**config.mk**
```make
export PLATFORM = sky130hd
export DESIGN_NAME = input_conditioner_flat
export DESIGN_NICKNAME = d
export VERILOG_FILES = /design/src/rtl/input_conditioner_if.sv /design/src/rtl/input_conditioner.sv /design/src/flat_wrapper.sv
export SDC_FILE = /design/constraint.sdc
export NUM_CORES = 1
export LEC_CHECK = 0
export ABC_AREA = 1
export CAP_MARGIN = 20
export CELL_PAD_IN_SITES_DETAIL_PLACEMENT = 1
export CELL_PAD_IN_SITES_GLOBAL_PLACEMENT = 1
export CORE_MARGIN = 2
export CORE_UTILIZATION = 50
export DETAILED_ROUTE_END_ITERATION = 10
export GPL_TIMING_DRIVEN = 0
export PLACE_DENSITY_LB_ADDON = 0.05
export SYNTH_ARGS = -nofsm -noshare
export SYNTH_HDL_FRONTEND = slang
export SYNTH_SLANG_ARGS = --single-unit
```
**constraint.sdc**
```tcl
create_clock -name clk -period 12.5 [get_ports clk]
set_input_delay 1.875 -clock clk [delete_from_list [all_inputs] [get_ports clk]]
set_output_delay 1.875 -clock clk [all_outputs]
set_load 0.1 [all_outputs]
```
**src/rtl/input_conditioner_if.sv**
```systemverilog
// Raw board inputs and conditioned outputs of the input conditioner.
// The master side drives the raw lines; the slave side is the conditioner itself.
interface input_conditioner_if;
  logic btn_n_raw;
  logic sw1_raw;
  logic sw2_raw;
  logic btn_level;
  logic btn_click;
  logic btn_release;
  logic btn_repeat;
  logic sw1;
  logic sw2;
  logic sw_change;

  modport master (
    output btn_n_raw, sw1_raw, sw2_raw,
    input  btn_level, btn_click, btn_release, btn_repeat, sw1, sw2, sw_change
  );

  modport slave (
    input  btn_n_raw, sw1_raw, sw2_raw,
    output btn_level, btn_click, btn_release, btn_repeat, sw1, sw2, sw_change
  );
endinterface

```
**src/rtl/input_conditioner.sv**
```systemverilog
// Synchronises and debounces one active-low pushbutton and two slide switches,
// producing clean levels plus click / release / auto-repeat / switch-change pulses.
module input_conditioner #(
  parameter int unsigned DEBOUNCE_CYCLES = 500_000,
  parameter int unsigned REPEAT_DELAY    = 50_000_000,
  parameter int unsigned REPEAT_RATE     = 10_000_000,
  parameter int unsigned CNT_W           = 32
) (
  input  logic                 clk,
  input  logic                 reset,
  input_conditioner_if.slave   io
);

  localparam logic [CNT_W-1:0] DEB_LAST   = CNT_W'(DEBOUNCE_CYCLES - 1);
  localparam logic [CNT_W-1:0] DELAY_LAST = CNT_W'(REPEAT_DELAY - 1);
  localparam logic [CNT_W-1:0] RATE_LAST  = CNT_W'(REPEAT_RATE - 1);
  localparam logic [CNT_W-1:0] CNT_ONE    = CNT_W'(1);

  typedef enum logic [1:0] {
    IDLE   = 2'b00,
    HOLD   = 2'b01,
    REPEAT = 2'b10
  } btn_state_t;

  // Channel 0 = button (1 = pressed), 1 = switch 1, 2 = switch 2.
  logic [2:0]       raw_vec;
  logic [2:0]       sync_a;
  logic [2:0]       sync_b;
  logic [2:0]       stable;
  logic [2:0]       stable_q;
  logic [CNT_W-1:0] deb_cnt [3];

  logic             click_q;
  logic             release_q;
  logic             repeat_q;
  logic             sw_change_q;

  btn_state_t       state;
  btn_state_t       state_nxt;
  logic [CNT_W-1:0] hold_cnt;
  logic [CNT_W-1:0] hold_nxt;
  logic             repeat_nxt;
  logic             press_evt;

  assign raw_vec = {io.sw2_raw, io.sw1_raw, ~io.btn_n_raw};

  always_ff @(posedge clk or posedge reset) begin
    if (reset) begin
      sync_a <= '0;
      sync_b <= '0;
    end else begin
      sync_a <= raw_vec;
      sync_b <= sync_a;
    end
  end

  // Terminal compare uses >= so a counter can only ever clear, never wrap.
  always_ff @(posedge clk or posedge reset) begin
    if (reset) begin
      stable <= '0;
      for (int unsigned i = 0; i < 3; i++) deb_cnt[i] <= '0;
    end else begin
      for (int unsigned i = 0; i < 3; i++) begin
        if (sync_b[i] == stable[i]) begin
          deb_cnt[i] <= '0;
        end else if (deb_cnt[i] >= DEB_LAST) begin
          stable[i]  <= sync_b[i];
          deb_cnt[i] <= '0;
        end else begin
          deb_cnt[i] <= deb_cnt[i] + CNT_ONE;
        end
      end
    end
  end

  assign press_evt = stable[0] & ~stable_q[0];

  always_ff @(posedge clk or posedge reset) begin
    if (reset) begin
      stable_q    <= '0;
      click_q     <= 1'b0;
      release_q   <= 1'b0;
      sw_change_q <= 1'b0;
    end else begin
      stable_q    <= stable;
      click_q     <= press_evt;
      release_q   <= ~stable[0] & stable_q[0];
      sw_change_q <= |(stable[2:1] ^ stable_q[2:1]);
    end
  end

  always_ff @(posedge clk or posedge reset) begin
    if (reset) begin
      state    <= IDLE;
      hold_cnt <= '0;
      repeat_q <= 1'b0;
    end else begin
      state    <= state_nxt;
      hold_cnt <= hold_nxt;
      repeat_q <= repeat_nxt;
    end
  end

  // Release is checked before the terminal count so a repeat never lands on the release.
  always_comb begin
    state_nxt  = state;
    hold_nxt   = hold_cnt;
    repeat_nxt = 1'b0;
    case (state)
      IDLE: begin
        hold_nxt = '0;
        if (press_evt) state_nxt = HOLD;
      end
      HOLD: begin
        if (!stable[0]) begin
          state_nxt = IDLE;
          hold_nxt  = '0;
        end else if (hold_cnt >= DELAY_LAST) begin
          state_nxt  = REPEAT;
          hold_nxt   = '0;
          repeat_nxt = 1'b1;
        end else begin
          hold_nxt = hold_cnt + CNT_ONE;
        end
      end
      REPEAT: begin
        if (!stable[0]) begin
          state_nxt = IDLE;
          hold_nxt  = '0;
        end else if (hold_cnt >= RATE_LAST) begin
          hold_nxt   = '0;
          repeat_nxt = 1'b1;
        end else begin
          hold_nxt = hold_cnt + CNT_ONE;
        end
      end
      default: begin
        state_nxt = IDLE;
        hold_nxt  = '0;
      end
    endcase
  end

  assign io.btn_level   = stable[0];
  assign io.sw1         = stable[1];
  assign io.sw2         = stable[2];
  assign io.btn_click   = click_q;
  assign io.btn_release = release_q;
  assign io.btn_repeat  = repeat_q;
  assign io.sw_change   = sw_change_q;

endmodule
```
**src/flat_wrapper.sv**
```systemverilog
// flat-port wrapper written by rule: the top's interface ports become plain ports
module input_conditioner_flat 
#(
  parameter int unsigned DEBOUNCE_CYCLES = 500_000,
  parameter int unsigned REPEAT_DELAY    = 50_000_000,
  parameter int unsigned REPEAT_RATE     = 10_000_000,
  parameter int unsigned CNT_W           = 32
)
  (clk, reset, io_btn_n_raw, io_sw1_raw, io_sw2_raw, io_btn_level, io_btn_click, io_btn_release, io_btn_repeat, io_sw1, io_sw2, io_sw_change);
  input_conditioner_if io_i ();
  input  logic clk;
  input  logic reset;
  input wire logic [$bits(io_i.btn_n_raw)-1:0] io_btn_n_raw;
  input wire logic [$bits(io_i.sw1_raw)-1:0] io_sw1_raw;
  input wire logic [$bits(io_i.sw2_raw)-1:0] io_sw2_raw;
  output wire logic [$bits(io_i.btn_level)-1:0] io_btn_level;
  output wire logic [$bits(io_i.btn_click)-1:0] io_btn_click;
  output wire logic [$bits(io_i.btn_release)-1:0] io_btn_release;
  output wire logic [$bits(io_i.btn_repeat)-1:0] io_btn_repeat;
  output wire logic [$bits(io_i.sw1)-1:0] io_sw1;
  output wire logic [$bits(io_i.sw2)-1:0] io_sw2;
  output wire logic [$bits(io_i.sw_change)-1:0] io_sw_change;
  assign io_i.btn_n_raw = io_btn_n_raw;
  assign io_i.sw1_raw = io_sw1_raw;
  assign io_i.sw2_raw = io_sw2_raw;
  assign io_btn_level = io_i.btn_level;
  assign io_btn_click = io_i.btn_click;
  assign io_btn_release = io_i.btn_release;
  assign io_btn_repeat = io_i.btn_repeat;
  assign io_sw1 = io_i.sw1;
  assign io_sw2 = io_i.sw2;
  assign io_sw_change = io_i.sw_change;
  input_conditioner #(.DEBOUNCE_CYCLES(DEBOUNCE_CYCLES), .REPEAT_DELAY(REPEAT_DELAY), .REPEAT_RATE(REPEAT_RATE), .CNT_W(CNT_W)) u_core (.clk(clk), .reset(reset), .io(io_i));
endmodule
```
; ---- Yosys cells after proc, flatten, opt, wreduce, memory -nomap -nowiden
; Cells that the tools add are included.
; Widths: inputs -> output; s select.
[totals]
reg_bits = 146
in_bits = 5
output_inout_bits = 7
word_cells = 68
[op_classes]
n_addsub = 4
order_cmp = 5
eq_ne = 8
mux = 21
n_bitwise = 9
reduce_logical = 6
[op_table]
columns = cell, count
row1 = $mux 32, 10
row2 = $add 32x1->32 const B, 4
row3 = $ge 32x19->1 const B, 3
row4 = $pmux 32 s2, 1
row5 = $ge 32x24->1 const B, 1
row6 = $ge 32x26->1 const B, 1
row7 = $mux 2, 4
row8 = $not 1->1, 6
row9 = $pmux 2 s3, 1
row10 = $reduce_and 2->1, 3
row11 = $mux 1, 4
row12 = $eq 1x1->1, 3
row13 = $ne 3x3->1 const B, 1
row14 = $reduce_and 3->1, 1
row15 = $and 1x1->1, 2
row16 = $eq 2x1->1 const B, 1
row17 = $eq 2x2->1 const B, 1
row18 = $logic_not 2->1, 1
row19 = $ne 2x1->1 const B, 1
row20 = $ne 2x2->1 const B, 1
row21 = $pmux 1 s2, 1
row22 = $reduce_or 2->1, 1
row23 = $xor 2x2->2, 1

; ---- Depth between registers and ports, before layout
; Gate-level depths: netlist of run 1.
[logic_depth]
ltp_word = 4
depth_mapped = 13
ltp_nobuf = 12

; ---- Least setup slack after synthesis of run 1
; Ideal clock, no wire load.
[synth_timing]
path_kind = register to output
startpoint = register u_core.stable[0]
endpoint = output io_btn_level
arrival_time_ps = 994
t_required_ps = 10625
slack_ps = 9631
stages_incl_launch_ff = 1
path_buffers = 0
cell_sequence = dfrtp_1
[synth_rtl]
columns = element, line
row1 = start: declaration, input_conditioner.sv:29  ; logic [2:0] stable;
row2 = start signal: indexed assignment, input_conditioner.sv:67  ; stable[i] <= sync_b[i];
row3 = end: declaration, flat_wrapper.sv:16  ; output wire logic [$bits(io_i.btn_level)-1:0] io_btn_level;
; No word-level cell between the ends.

; ---- Worst setup path after layout of run 1
[layout_timing]
startpoint = register u_core.stable[0]
endpoint = output io_btn_level
; No word-level cell between the ends.

==> impl_metrics.env, run 1 <==
export IMPL_clockRootBuffer="clkbuf_16"
export IMPL_leakage_nw=3.292
export IMPL_crit_chain="clkdlybuf4s50_1"
export IMPL_grt_pass1_wl_microns=25960
export IMPL_drt_iter0_drc=290
export IMPL_pwr_share_clk_pct=48.5
export IMPL_synthCells=746
export IMPL_track_usage_pct=22.96
export IMPL_power_frac_seq_pct=45.1
export IMPL_dp_slack_ns=8.933
export IMPL_hold_start="u_core.sync_a[1]$_DFF_PP0_"
export IMPL_hold_viol_final=0
export IMPL_drc=0
export IMPL_grt_pass1_vias=5677
export IMPL_worstSetupPathType="reg -> out"
export IMPL_grt_max_degree=78
export IMPL_design_die_area_sq_mm=0.01426
export IMPL_synth_top_area_share_pct=54.85
export IMPL_avgSynthCellArea_sq_um=8.929
export IMPL_switching_share_pct=24.11
export IMPL_core_area_sq_mm=0.01314
export IMPL_ys_top_cells_by_area="dfrtp_1 (55%), nor2_1 (9.4%), nand2_1 (7.6%)"
export IMPL_die_h_microns=119.4
export IMPL_gr_total_overflow=0
export IMPL_nNetsFinal=833
export IMPL_arrival_ns=2.14
export IMPL_cellPowerDensity_mw_per_mm2=140.4
export IMPL_setup_tns_ns=0
export IMPL_synth_largest_area_cell="dfrtp_1"
export IMPL_die_x_microns=119.4
export IMPL_reg2reg_to="u_core.deb_cnt[18]$_DFF_PP0_"
export IMPL_drv_slew=0
export IMPL_finalCoreUtilization_pct=59.50
export IMPL_pin_count=12
export IMPL_crit_slowest_cell="clkdlybuf4s50_1"
export IMPL_postCtsSetupBuffers=0
export IMPL_pwr_share_comb_pct=6.4
export IMPL_synth_cell_types=35
export IMPL_cts_hold_buf=0
export IMPL_hpwl_microns=10140
export IMPL_status="finished clean"
export IMPL_p_switching_w=0.0002646
export IMPL_r2r_cells=11
export IMPL_syn_to_final_growth_pct=17.34
export IMPL_setup_violations=0
export IMPL_clkSinkCount=146
export IMPL_cts_tree="yes"
export IMPL_drt_total_wl_microns=14770
export IMPL_clock_latency_ns=0.43
export IMPL_setup_ws_ns=8.483
export IMPL_drive_gt1_share_pct=9.113
export IMPL_post_drt_wl_per_cell_microns=14.63
export IMPL_critPathLaunchType="register"
export IMPL_clock_fmax_mhz=249.0
export IMPL_rows=42
export IMPL_yosys_warnings=0
export IMPL_finalCritPeriodShare_pct=32.13
export IMPL_path_buf_inv=1
export IMPL_tightest_slew_ns=0.9709
export IMPL_worstReg2RegStart="u_core.deb_cnt[0]$_DFF_PP0_"
export IMPL_antenna_found_initial=0
export IMPL_initial_core_util_pct=50.70
export IMPL_end_kind="output pin"
export IMPL_viasPerCell=5.026
export IMPL_clk_path_buf_depth=2
export IMPL_cp_max_fo=8
export IMPL_routabilityCongestion=0.8816
export IMPL_cpLargestDelayFamily="buffers and inverters"
export IMPL_hold_end="u_core.sync_b[1]$_DFF_PP0_"
export IMPL_slowest_delay_ns=1.20
export IMPL_clk_pin_slew_worst_paths_ns=0.06
export IMPL_io_buffer_count=11
export IMPL_synth_seq_cells=146
export IMPL_ys_seq_area_share_pct=54.85
export IMPL_vias=5076
export IMPL_syn_area_sq_mm=0.006661
export IMPL_cts_buffers=17
export IMPL_worstHoldPathCells=0
export IMPL_drt_pass1_iter_count=4
export IMPL_antenna_cells=0
export IMPL_reg2reg_slack_ns=10.45
export IMPL_finClkSkew_ns=0.01076
export IMPL_rsz0062_at_grt="no"
export IMPL_max_slew_margin_rel_pct=35.07
export IMPL_drv_cap=0
export IMPL_htreeDepth=4
export IMPL_internal_power_w=0.0008329
export IMPL_peakVddDrop_v=0.0001077
export IMPL_post_cts_resized=0
export IMPL_required_ns=10.62
export IMPL_worstHoldPathType="reg -> reg"
export IMPL_final_min_clock_period_ns=4.017
export IMPL_drtAntennaViolNets=0
-- how the worst max path moves through the flow --
stage                                   end                    startpoint  slack [ns]  cells past startpoint
3_5_place_dp                   io_btn_level  u_core.stable[0]$_DFFE_PP0P_        8.93                      1
2_1_floorplan   u_core.deb_cnt[0]$_DFF_PP0_                         reset        6.70                      1
5_1_grt                        io_btn_level  u_core.stable[0]$_DFFE_PP0P_        8.43                      1
3_3_place_gp   u_core.deb_cnt[46]$_DFF_PP0_                         reset        4.89                      2
4_1_cts                        io_btn_level  u_core.stable[0]$_DFFE_PP0P_        8.47                      1
6_report                       io_btn_level  u_core.stable[0]$_DFFE_PP0P_        8.48                      1
-- logic make-up (layout without fill, tap and decap cells) --
logic type	Yosys count	in the layout	synth area share [%]
buffers and inverters	84	128	5.484
and+or+nand+nor	419	419	28.08
adders and majority gates	7	7	1.315
DFF	146	146	54.85
other	1	45	0.05629
AOI/OAI and AO/OA	31	31	2.592
xor gates and xnor gates	58	58	7.626
-- through the flow --
stage               area [sq um]  total power [W]  cells  hold slack [ns]
finish                      7816         0.001098   1010           0.3483
global route                7816         0.001135   1010           0.3628
CTS                         7816         0.001110   1010           0.3531
detailed placement          7189        0.0005710    978           0.3416
global placement            7157        0.0005655    977           0.3322
floorplan                   6827        0.0005513    790           0.3312
-- cells in the final DEF, fill, tap and decap left out, types with 3 or more instances in the layout --
cell,Yosys,layout
nor2_2,10,10
nor3b_1,4,4
xor2_1,42,42
nand3_2,5,5
conb_1,1,45
inv_6,0,4
ha_1,7,7
clkinv_4,0,3
nor2_4,4,4
nand2_1,135,135
buf_2,5,5
dfrtp_1,146,146
clkdlybuf4s50_1,0,11
bufinv_16,0,3
nor3_2,3,3
nor2_1,166,166
nor3_1,16,16
inv_1,73,72
nand3_1,39,39
a21oi_1,7,7
clkbuf_16,0,17
nand4_1,20,20
nand2_2,5,5
xnor2_1,16,16
buf_6,3,3
nor4_1,6,6
o21ai_0,16,16
o21bai_1,3,3
-- flip-flops by register name, indices dropped and copies added (netlist names) --
| name | flops |
|---|---|
| u_core.deb_cnt | 96 |
| u_core.hold_cnt | 32 |
| u_core.io.btn_click | 1 |
| u_core.io.btn_release | 1 |
| u_core.io.btn_repeat | 1 |
| u_core.io.sw_change | 1 |
| u_core.stable | 3 |
| u_core.stable_q | 3 |
| u_core.state | 2 |
| u_core.sync_a | 3 |
| u_core.sync_b | 3 |
-- Yosys cell counts, drive strengths merged --
cell and n:
a21boi 2, buf 10, nor3 20, ha 7, nor4 6, nand4 20
nand3 44, nor3b 4, o22ai 1, xor2 42, inv 73, o21ai 16
nor2 180, a21oi 7, conb 1, xnor2 16, dfrtp 146, nand3b 1
a31oi 1, o211ai 1, o21bai 3, nand2 141, or2 2, clkbuf 1
and3 1
-- layer usage --
layer / wire length [microns] / up-vias / share of wire (%) / global-route usage [%]
met5: 0 / - / 0 / 0
met4: 294 / 0 / 2.0 / 8.676
met3: 309 / 27 / 2.1 / 4.550
met2: 7929 / 47 / 54 / 41.88
met1: 6241 / 2551 / 42 / 26.59
li1: - / 2451 / - / -
-- final cells by class --
type | count | area, sq um
tap | 176 | 220.2
inverter | 73 | 279.0
clock buffer | 19 | 452.9
fill | 1554 | 5321
clock inverter | 13 | 173.9
timing repair buffer | 12 | 137.6
multi-input combinational | 560 | 2808
sequential | 146 | 3654
buffer | 11 | 91.34
-- power by group through the flow --
stage	clock, W	sequential (W)	combinational [W]
floorplan	0	0.000521	0.0000304
global placement	0	0.000502	0.0000632
detailed placement	0	0.000503	0.0000678
CTS	0.000544	0.000495	0.0000716
global route	0.000562	0.000496	0.0000774
finish	0.000532	0.000495	0.0000705
No activity file was read; power rests on OpenSTA's default activity.
==> run 2, diff against run 1 <==
--- a/config.mk
+++ b/config.mk
@@ -10,7 +10,7 @@
 export CELL_PAD_IN_SITES_DETAIL_PLACEMENT = 1
 export CELL_PAD_IN_SITES_GLOBAL_PLACEMENT = 1
 export CORE_MARGIN = 2
-export CORE_UTILIZATION = 50
+export CORE_UTILIZATION = 48
 export DETAILED_ROUTE_END_ITERATION = 10
 export GPL_TIMING_DRIVEN = 0
 export PLACE_DENSITY_LB_ADDON = 0.05
==> constraint.sdc (replaced) <==
create_clock -name clk -period 3.9 [get_ports clk]
set_input_delay 0.585 -clock clk [delete_from_list [all_inputs] [get_ports clk]]
set_output_delay 0.585 -clock clk [all_outputs]
set_load 0.1 [all_outputs]
==> run 2 against run 1 <==
Net effect:
- register-to-register slack worse by 8.6 ns
- highest routed layer unchanged
- clock power increased to 2.9 times the previous value
- sequential share of layout area is 0.12 points higher
- global-route usage shrank 0.78 points
- critical endpoint unchanged
- largest power group is now registers
==> impl_metrics.env, run 2 (same netlist as run 1, synthesis figures left out) <==
export IMPL_largest_register_ff_count=96
export IMPL_drv_slew=0
export IMPL_drtAntennaViolNets=0
export IMPL_viasPerCell=4.905
export IMPL_final_min_clock_period_ns=2.698
export IMPL_reg_top3="u_core.deb_cnt x96, u_core.hold_cnt x32"
export IMPL_crit_chain="clkdlybuf4s50_1"
export IMPL_gr_total_overflow=0
export IMPL_tightest_slew_ns=0.9664
export IMPL_initial_core_util_pct=48.55
export IMPL_postCtsSetupBuffers=0
export IMPL_top_register="u_core.deb_cnt"
export IMPL_track_usage_pct=22.18
export IMPL_cts_buffers=17
export IMPL_setup_tns_ns=0
export IMPL_post_drt_wl_per_cell_microns=14.66
export IMPL_worstSetupPathType="reg -> out"
export IMPL_grt_pass1_wl_microns=25630
export IMPL_clkSinkCount=146
export IMPL_rows=43
export IMPL_worstHoldPathType="reg -> reg"
export IMPL_die_x_microns=121.8
export IMPL_crit_slowest_cell="clkdlybuf4s50_1"
export IMPL_finalCritPeriodShare_pct=69.18
export IMPL_drv_cap=0
export IMPL_drc=0
export IMPL_clockRootBuffer="clkbuf_16"
export IMPL_slowest_delay_ns=1.19
export IMPL_finClkSkew_ns=0.006411
export IMPL_clock_fmax_mhz=370.6
export IMPL_timing_critical_path_from="u_core.stable[0]$_DFFE_PP0P_"
export IMPL_cp_depth=1
export IMPL_hpwl_microns=10310
export IMPL_clk_pin_slew_worst_paths_ns=0.06
export IMPL_rsz0062_at_grt="no"
export IMPL_antenna_found_initial=0
export IMPL_final_cell_mix="nor2_1 (166), dfrtp_1 (146), nand2_1 (135), inv_1 (72), conb_1 (45)"
export IMPL_cts_hold_buf=0
export IMPL_end_kind="output pin"
export IMPL_nNetsFinal=835
export IMPL_max_slew_margin_rel_pct=35.37
export IMPL_antenna_cells=0
export IMPL_required_ns=3.31
export IMPL_cellPowerDensity_mw_per_mm2=432.9
export IMPL_worstReg2RegStart="u_core.deb_cnt[0]$_DFF_PP0_"
export IMPL_cpLargestDelayFamily="buffers and inverters"
export IMPL_reg2reg_slack_ns=1.85
export IMPL_clk_path_buf_depth=2
export IMPL_critPathLaunchType="register"
export IMPL_syn_to_final_growth_pct=17.04
export IMPL_drt_iter0_drc=285
export IMPL_layout_commonest_cell="nor2_1"
export IMPL_htreeDepth=4
export IMPL_post_cts_resized=0
export IMPL_status="finished clean"
export IMPL_leakage_nw=3.282
export IMPL_drive_gt1_share_pct=9.330
export IMPL_cp_max_fo=8
export IMPL_r2r_cells=11
export IMPL_routabilityCongestion=0.8649
export IMPL_clock_latency_ns=0.43
export IMPL_grt_pass1_vias=5464
export IMPL_design_die_area_sq_mm=0.01484
export IMPL_die_h_microns=121.8
export IMPL_pin_count=12
export IMPL_reg2reg_to="u_core.deb_cnt[14]$_DFF_PP0_"
export IMPL_cts_tree="yes"
export IMPL_io_buffer_count=11
export IMPL_vias=4983
export IMPL_grt_max_degree=41
export IMPL_drt_pass1_iter_count=4
export IMPL_arrival_ns=2.11
export IMPL_endpoint="io_btn_level"
export IMPL_path_buf_inv=1
export IMPL_core_area_sq_mm=0.01372
export IMPL_hold_viol_final=0
export IMPL_drt_total_wl_microns=14900
export IMPL_setup_violations=0
export IMPL_peakVddDrop_v=0.0003402
export IMPL_finalPower_w=0.003375
-- run 2: changes by cell type in the layout (fill, tap and decap cells not counted) --
cell,delta
inv_8,-1
inv_6,-1
clkbuf_8,-1
clkinv_4,+3
buf_12,+3
bufinv_16,-2
buf_16,-1
clkinv_2,+2
-- run 2: report_power, final --
part           switching, W  internal [W]
combinational      0.000168     0.0000581
sequential        0.0000241       0.00156
clock              0.000662      0.000900
total              0.000855       0.00252
-- run 2: worst register-to-register path, cell delays in order, from the launching register on --
cell	delay, ns
dfrtp_1	0.40
ha_1	0.25
nand2_1	0.09
nor2_1	0.06
inv_1	0.10
nand2_1	0.06
o21ai_0	0.22
nand2_1	0.11
nand2_2	0.10
nand3_2	0.22
buf_6	0.23
nor2_1	0.13
-- run 2: worst min-delay path by stage --
stage	from	to	depth (start not counted)	slack (ns)
4_1_cts	u_core.sync_a[1]$_DFF_PP0_	u_core.sync_b[1]$_DFF_PP0_	0	0.35
3_5_place_dp	u_core.sync_a[1]$_DFF_PP0_	u_core.sync_b[1]$_DFF_PP0_	0	0.34
6_report	u_core.sync_a[1]$_DFF_PP0_	u_core.sync_b[1]$_DFF_PP0_	0	0.35
3_3_place_gp	u_core.sync_a[0]$_DFF_PP0_	u_core.sync_b[0]$_DFF_PP0_	0	0.33
2_1_floorplan	u_core.sync_a[0]$_DFF_PP0_	u_core.sync_b[0]$_DFF_PP0_	0	0.33
5_1_grt	u_core.sync_a[1]$_DFF_PP0_	u_core.sync_b[1]$_DFF_PP0_	0	0.36
-- run 2: metal layers --
layer / routed length (microns) / global-route usage [%] / up-vias
met1: 6524 / 26.61 / 2476
met3: 305 / 4.635 / 19
li1: - / - / 2457
met4: 168 / 6.753 / 0
met5: 0 / 0 / -
met2: 7897 / 39.98 / 31
-- run 2: area by class of cell --
cell class | instances | area, sq um
fill | 1619 | 5923
sequential | 146 | 3654
multi-input combinational | 560 | 2808
clock buffer | 18 | 439.2
inverter | 73 | 277.8
tap | 180 | 225.2
timing repair buffer | 14 | 170.2
clock inverter | 14 | 131.4
buffer | 11 | 91.34
-- run 2: stage by stage --
step / instance area (sq um) / setup WS [ns] / util [%] / cells / hold slack (ns)
after detailed placement: 7226 / 1.620 / 52.67 / 984 / 0.3362
after floorplan: 6830 / 1.482 / - / 790 / 0.3312
after global placement: 7166 / 0.2807 / 52.23 / 981 / 0.3323
final: 7796 / 1.202 / 56.83 / 1016 / 0.3475
after CTS: 7796 / 1.171 / 56.83 / 1016 / 0.3500
after global routing: 7796 / 1.120 / 56.83 / 1016 / 0.3596
==> run 3, diff against run 2 <==
==> constraint.sdc (replaced) <==
create_clock -name clk -period 2.8 [get_ports clk]
set_input_delay 0.42 -clock clk [delete_from_list [all_inputs] [get_ports clk]]
set_output_delay 0.42 -clock clk [all_outputs]
set_load 0.1 [all_outputs]
==> results of run 3 <==
Same layout as run 2 (identical final DEF). Status: finished clean.
Main changes from that run: setup slack after placement 1.620 ns -> 0.6852 ns; setup slack after layout 1.202 ns -> 0.2670 ns; register-to-register setup slack 1.85 ns -> 0.75 ns; total power 0.003375 W -> 0.004701 W; worst IR drop on VDD 0.0003402 V -> 0.0004738 V
